[config.mk]
export PLATFORM = sky130hd
export DESIGN_NAME = alarm_responder_flat
export DESIGN_NICKNAME = d
export VERILOG_FILES = /design/src/rtl/alarm_responder_if.sv /design/src/rtl/alarm_responder.sv /design/src/flat_wrapper.sv
export SDC_FILE = /design/constraint.sdc
export NUM_CORES = 1
export LEC_CHECK = 0
export ABC_AREA = 1
export CAP_MARGIN = 10
export CORE_MARGIN = 3
export CORE_UTILIZATION = 51
export CTS_CLUSTER_DIAMETER = 80
export DETAILED_ROUTE_END_ITERATION = 10
export PLACE_DENSITY = 0.76
export SLEW_MARGIN = 5
export SYNTH_ARGS = -nofsm -noshare
export SYNTH_HDL_FRONTEND = slang
export SYNTH_SLANG_ARGS = --single-unit
[constraint.sdc]
create_clock -name clk -period 2 [get_ports clk]
set_input_delay 0.4 -clock clk [delete_from_list [all_inputs] [get_ports clk]]
set_output_delay 0.4 -clock clk [all_outputs]
set_load 0.02 [all_outputs]
[src/rtl/alarm_responder_if.sv]
// Signal bundle between the security FSM / keypad side and the alarm responder.
// The responder takes the slave modport; the driving side takes master.
interface alarm_responder_if #(
    parameter int CODE_W = 4
);
    logic              alarm_in;
    logic              code_valid;
    logic [CODE_W-1:0] code_in;
    logic              siren;
    logic              strobe;
    logic              escalate;
    logic              ack;
    logic [1:0]        state_o;
    logic [1:0]        bad_tries;
    logic [7:0]        alarm_count;

    modport slave (
        input  alarm_in, code_valid, code_in,
        output siren, strobe, escalate, ack, state_o, bad_tries, alarm_count
    );

    modport master (
        output alarm_in, code_valid, code_in,
        input  siren, strobe, escalate, ack, state_o, bad_tries, alarm_count
    );
endinterface

[src/rtl/alarm_responder.sv]
// Alarm responder: turns the upstream alarm level into a pulsed siren and a strobe,
// escalates on timeout or repeated wrong codes, and is acknowledged by a keypad code.
module alarm_responder #(
    parameter int                CODE_W      = 4,
    parameter logic [CODE_W-1:0] DISARM_CODE = 4'h5,
    parameter int                BEEP_HALF   = 4,
    parameter int                ESC_CYCLES  = 32,
    parameter int                MAX_TRIES   = 3
) (
    input logic              clk,
    input logic              rst_n,
    alarm_responder_if.slave bus
);

    localparam int PHASE_W = (BEEP_HALF > 1) ? $clog2(BEEP_HALF) : 1;
    localparam int TIMER_W = (ESC_CYCLES > 1) ? $clog2(ESC_CYCLES) : 1;

    localparam logic [PHASE_W-1:0] PHASE_LAST = PHASE_W'(BEEP_HALF - 1);
    localparam logic [TIMER_W-1:0] TIMER_LAST = TIMER_W'(ESC_CYCLES - 1);
    localparam logic [1:0]         TRIES_MAX  = 2'(MAX_TRIES);

    typedef enum logic [1:0] {
        S_IDLE      = 2'b00,
        S_SOUNDING  = 2'b01,
        S_ESCALATED = 2'b10,
        S_ACKED     = 2'b11
    } state_t;

    state_t             r_state;
    logic [PHASE_W-1:0] r_phase;
    logic [TIMER_W-1:0] r_timer;
    logic [1:0]         r_badTries;
    logic [7:0]         r_alarmCount;
    logic               r_siren;
    logic               r_strobe;
    logic               r_escalate;
    logic               r_ack;

    logic       w_codeOk;
    logic       w_codeBad;
    logic [1:0] w_badNext;

    assign w_codeOk  = bus.code_valid && (bus.code_in == DISARM_CODE);
    assign w_codeBad = bus.code_valid && (bus.code_in != DISARM_CODE);
    assign w_badNext = (r_badTries == 2'd3) ? 2'd3 : r_badTries + 2'd1;

    always_ff @(posedge clk or negedge rst_n) begin
        if (!rst_n) begin
            r_state      <= S_IDLE;
            r_phase      <= '0;
            r_timer      <= '0;
            r_badTries   <= 2'd0;
            r_alarmCount <= 8'd0;
            r_siren      <= 1'b0;
            r_strobe     <= 1'b0;
            r_escalate   <= 1'b0;
            r_ack        <= 1'b0;
        end else begin
            case (r_state)
                S_IDLE: begin
                    r_ack <= 1'b0;
                    if (bus.alarm_in) begin
                        r_state  <= S_SOUNDING;
                        r_siren  <= 1'b1;
                        r_strobe <= 1'b1;
                        r_phase  <= '0;
                        r_timer  <= '0;
                        if (r_alarmCount != 8'hFF) begin
                            r_alarmCount <= r_alarmCount + 8'd1;
                        end
                    end
                end

                S_SOUNDING: begin
                    if (r_phase == PHASE_LAST) begin
                        r_phase <= '0;
                        r_siren <= ~r_siren;
                    end else begin
                        r_phase <= r_phase + 1'b1;
                    end
                    r_timer <= r_timer + 1'b1;

                    // A correct code beats both timeout and the try limit on the same edge.
                    if (w_codeOk) begin
                        r_state  <= S_ACKED;
                        r_siren  <= 1'b0;
                        r_strobe <= 1'b0;
                        r_ack    <= 1'b1;
                    end else begin
                        if (w_codeBad) begin
                            r_badTries <= w_badNext;
                        end
                        if ((w_codeBad && (w_badNext >= TRIES_MAX)) || (r_timer == TIMER_LAST)) begin
                            r_state    <= S_ESCALATED;
                            r_siren    <= 1'b1;
                            r_escalate <= 1'b1;
                        end
                    end
                end

                S_ESCALATED: begin
                    if (w_codeOk) begin
                        r_state    <= S_ACKED;
                        r_siren    <= 1'b0;
                        r_strobe   <= 1'b0;
                        r_escalate <= 1'b0;
                        r_ack      <= 1'b1;
                    end else if (w_codeBad) begin
                        r_badTries <= w_badNext;
                    end
                end

                S_ACKED: begin
                    // Hold here while the upstream alarm is still asserted so it cannot retrigger.
                    r_ack <= 1'b0;
                    if (!bus.alarm_in) begin
                        r_state    <= S_IDLE;
                        r_badTries <= 2'd0;
                    end
                end

                default: begin
                    r_state <= S_IDLE;
                end
            endcase
        end
    end

    assign bus.siren       = r_siren;
    assign bus.strobe      = r_strobe;
    assign bus.escalate    = r_escalate;
    assign bus.ack         = r_ack;
    assign bus.state_o     = r_state;
    assign bus.bad_tries   = r_badTries;
    assign bus.alarm_count = r_alarmCount;

endmodule

[src/flat_wrapper.sv]
// flat-port wrapper written by rule: the top's interface ports become plain ports
module alarm_responder_flat 
#(
    parameter int                CODE_W      = 4,
    parameter logic [CODE_W-1:0] DISARM_CODE = 4'h5,
    parameter int                BEEP_HALF   = 4,
    parameter int                ESC_CYCLES  = 32,
    parameter int                MAX_TRIES   = 3
)
  (clk, rst_n, bus_alarm_in, bus_code_valid, bus_code_in, bus_siren, bus_strobe, bus_escalate, bus_ack, bus_state_o, bus_bad_tries, bus_alarm_count);
  alarm_responder_if #(.CODE_W(CODE_W)) bus_i ();
  input logic clk;
  input logic rst_n;
  input wire logic [$bits(bus_i.alarm_in)-1:0] bus_alarm_in;
  input wire logic [$bits(bus_i.code_valid)-1:0] bus_code_valid;
  input wire logic [$bits(bus_i.code_in)-1:0] bus_code_in;
  output wire logic [$bits(bus_i.siren)-1:0] bus_siren;
  output wire logic [$bits(bus_i.strobe)-1:0] bus_strobe;
  output wire logic [$bits(bus_i.escalate)-1:0] bus_escalate;
  output wire logic [$bits(bus_i.ack)-1:0] bus_ack;
  output wire logic [$bits(bus_i.state_o)-1:0] bus_state_o;
  output wire logic [$bits(bus_i.bad_tries)-1:0] bus_bad_tries;
  output wire logic [$bits(bus_i.alarm_count)-1:0] bus_alarm_count;
  assign bus_i.alarm_in = bus_alarm_in;
  assign bus_i.code_valid = bus_code_valid;
  assign bus_i.code_in = bus_code_in;
  assign bus_siren = bus_i.siren;
  assign bus_strobe = bus_i.strobe;
  assign bus_escalate = bus_i.escalate;
  assign bus_ack = bus_i.ack;
  assign bus_state_o = bus_i.state_o;
  assign bus_bad_tries = bus_i.bad_tries;
  assign bus_alarm_count = bus_i.alarm_count;
  alarm_responder #(.CODE_W(CODE_W), .DISARM_CODE(DISARM_CODE), .BEEP_HALF(BEEP_HALF), .ESC_CYCLES(ESC_CYCLES), .MAX_TRIES(MAX_TRIES)) u_core (.clk(clk), .rst_n(rst_n), .bus(bus_i));
endmodule
==> impl_metrics.yaml <==
power_and_ir_drop:
  power.density_nw_per_um2: 1460
  peakVddDrop_mv: 0.849
  leakagePower_nw: 0.825
  power_w: 0.00242
critical_path:
  crit_path_end_kind: "output pin"
  worstSetupPathType: "reg2out"
  cp_slowest_cell: "clkdlybuf4s50_1"
  cp_num_buf_inv: 1
  cpPeakStageDelay_ps: 650
  path_cells: "clkdlybuf4s50_1"
  r2r-start: "u_core.bus.state_o[0]"
  cp-startpoint: "u_core.bus.state_o[0]"
  crit_family: "buffers and inverters"
  worst_ep_required_time_ps: 1600
  worstPathArrival_ps: 1450
  crit_path_max_fanout: 6
  cp-start-kind: "flip-flop"
place:
  gp_congestion: 0.895
  dp_hpwl_mm: 2.24
  placed_cell_area_sq_um: 1620
  io_buffers: 23
timing:
  finalSetupViolations: 0
  fin_setup_tns_ps: 0
  finalMaxSlewViolations: 0
  fin_crit_sh_pct: 92.4
  whs_ps: 422
  fmax_mhz: 541
  worst_pin_slew_ps: 348
  min_period_ps: 1850
  hold_violations: 0
  rsz0062_at_grt: "no"
  slew_headroom_pct: 76.8
  finClkSkew_ps: 1.60
drt:
  drt_wl_total_mm: 2.76
  vias: 1160
  initialDrtViolationCount: 52
  drtAntennaViolNets: 0
  firstDrtPassIters: 4
  drc: 0
  via_per_inst: 5.25
  wl_per_cell_microns: 12.5
clock_network:
  cts.sinks: 23
  cts-resized-gates: 0
  cts_hold_buf: 0
  clk_path_buf_depth: 2
  path_clk_slew_ps: 120
  cts_tree: "done"
  cts_setup_buffers: 0
  cts_root_buf: "clkbuf_4"
  cts_max_level: 1
  clkLatencyLatePin_ps: 310
  cts_buffers: 3
yosys:
  synthCells: 164
  ys_types: 25
  synth-seq-cells: 23
  mappedNetlistArea_sq_um: 1350
  syn_avg_cell_area_sq_um: 8.20
  ys_seq_area_share_pct: 42.8
  syn-num-nets: 181
  yosys_warnings: 0
global_routing:
  grt_pass1_wl_mm: 4.75
  grt_max_degree: 24
  globalRouteTotalUtil_pct: 18.2
  first_global_vias: 1066
  grt_overflow: 0
  antenna_found_initial: 0
run_status:
  outcome: "completed"
die:
  ios: 24
  rows: 17
  initial_utilization_pct: 57.0
  core_area_sq_um: 2360
  die_height_microns: 57.4
  die_area_sq_um: 3290
  fp.dieW_microns: 57.4
worst_hold_path:
  hold_class: "in2async"
cells_and_area:
  design_area_sq_um: 1650
  area_growth_pct: 22.8
  drive_gt1_share_pct: 8.29
  nets: 211
  n_antenna_cell: 0
flow_run:
  max_cap_violations: 0
==> worst register-to-register path: cells and delay by family, from the launching register on <==
| kind | cells | cell delay [ps] |
|---|---|---|
| simple gates | 1 | 310 |
| buf+inv | 3 | 410 |
| flops | 1 | 480 |
| compound gates | 2 | 200 |
| fa+ha+maj | 1 | 260 |
==> final timing paths <==
kind,endpoint,slack [ps],depth (start not counted)
setup / recovery,bus_state_o[0],150,1
hold / removal,u_core.bus.state_o[1],420,2
setup reg to reg,u_core.r_timer[0],240,7
hold reg to reg,u_core.bus.escalate,480,2
max in group asynchronous,u_core.r_timer[2],1360,2
min in group clk,u_core.bus.escalate,480,2
==> cells in the final DEF (no fill, tap or decap), drive strengths merged <==
cell type,instances
a21oi,6
buf,4
clkbuf,3
clkdlybuf4s50,23
clkinv,1
dfrtp,23
ha,9
inv,24
nand2,46
nand3,9
nand3b,1
nand4,7
nor2,10
nor3,2
o211ai,2
o21ai,14
o22ai,1
or2,1
xnor2,3
xor2,4
==> through the flow <==
stage | setup slack [ps] | std cells | util, %
after floorplan | 350 | 164 | -
after global routing | 76.4 | 221 | 70.0
after global placement | 277 | 217 | 68.8
final | 153 | 221 | 70.0
after detailed placement | 210 | 217 | 68.8
after CTS | 143 | 221 | 70.0
==> cells by family (layout without fill, tap and decap cells) <==
| family | Yosys count | count (layout) | share of synthesized area [%] |
|---|---|---|---|
| DFF | 23 | 23 | 42.8 |
| adders and majority gates | 9 | 9 | 8.37 |
| buffers and inverters | 26 | 55 | 8.09 |
| AOI/OAI and AO/OA | 23 | 23 | 9.02 |
| and+or+nand+nor | 76 | 76 | 27.2 |
| xor gates and xnor gates | 7 | 7 | 4.56 |
==> cell usage after synthesis <==
library cell  instances  area share (%)
a21oi_1               6             2.2
buf_2                 1            0.37
buf_6                 1            0.84
dfrtp_1              23              43
ha_1                  9             8.4
inv_1                23             6.4
inv_4                 1            0.47
nand2_1              42              12
nand2_2               2            0.93
nand2_4               2             1.7
nand3_1               8             3.0
nand3_4               1             1.3
nand3b_1              1            0.56
nand4_1               7             3.3
nor2_1                8             2.2
nor2_2                1            0.47
nor2_4                1            0.84
nor3_1                2            0.74
o211ai_1              2             1.1
o21ai_0              11             4.1
o21ai_1               3             1.1
o22ai_1               1            0.47
or2_0                 1            0.47
xnor2_1               3             2.0
xor2_1                4             2.6
==> state kept, by name, summed over array words and instances (netlist names) <==
name,count
u_core.bus.strobe,1
u_core.bus.alarm_count,8
u_core.bus.bad_tries,2
u_core.bus.state_o,2
u_core.bus.ack,1
u_core.r_phase,2
u_core.r_timer,5
u_core.bus.siren,1
u_core.bus.escalate,1
==> area by class of cell <==
class / instances / area [sq um]
fill: 187 / 709
multi-input combinational: 115 / 661
sequential: 23 / 576
timing repair buffer: 27 / 260
inverter: 24 / 92.6
tap: 28 / 35.0
clock buffer: 3 / 22.5
clock inverter: 1 / 5.00
==> power breakdown <==
group          total (W)  internal (W)  switching, W  leakage [nW]
registers       0.000825      0.000644      0.000181         0.295
logic            0.00138      0.000590      0.000792         0.512
clock network   0.000210     0.0000748      0.000136        0.0177
total            0.00242       0.00131       0.00111         0.825
==> per-layer routing <==
| metal | vias up | routed length, microns | GRT usage [%] | part of all wire [%] |
|---|---|---|---|---|
| li1 | 584 | - | - | - |
| met1 | 545 | 1290 | 24.9 | 47 |
| met2 | 29 | 1340 | 29.4 | 48 |
| met3 | 2 | 117 | 4.75 | 4.2 |
| met4 | 0 | 15 | 2.98 | 0.54 |
| met5 | - | 0 | 0 | 0 |
Note: power is estimated with default switching activity, not from simulation.
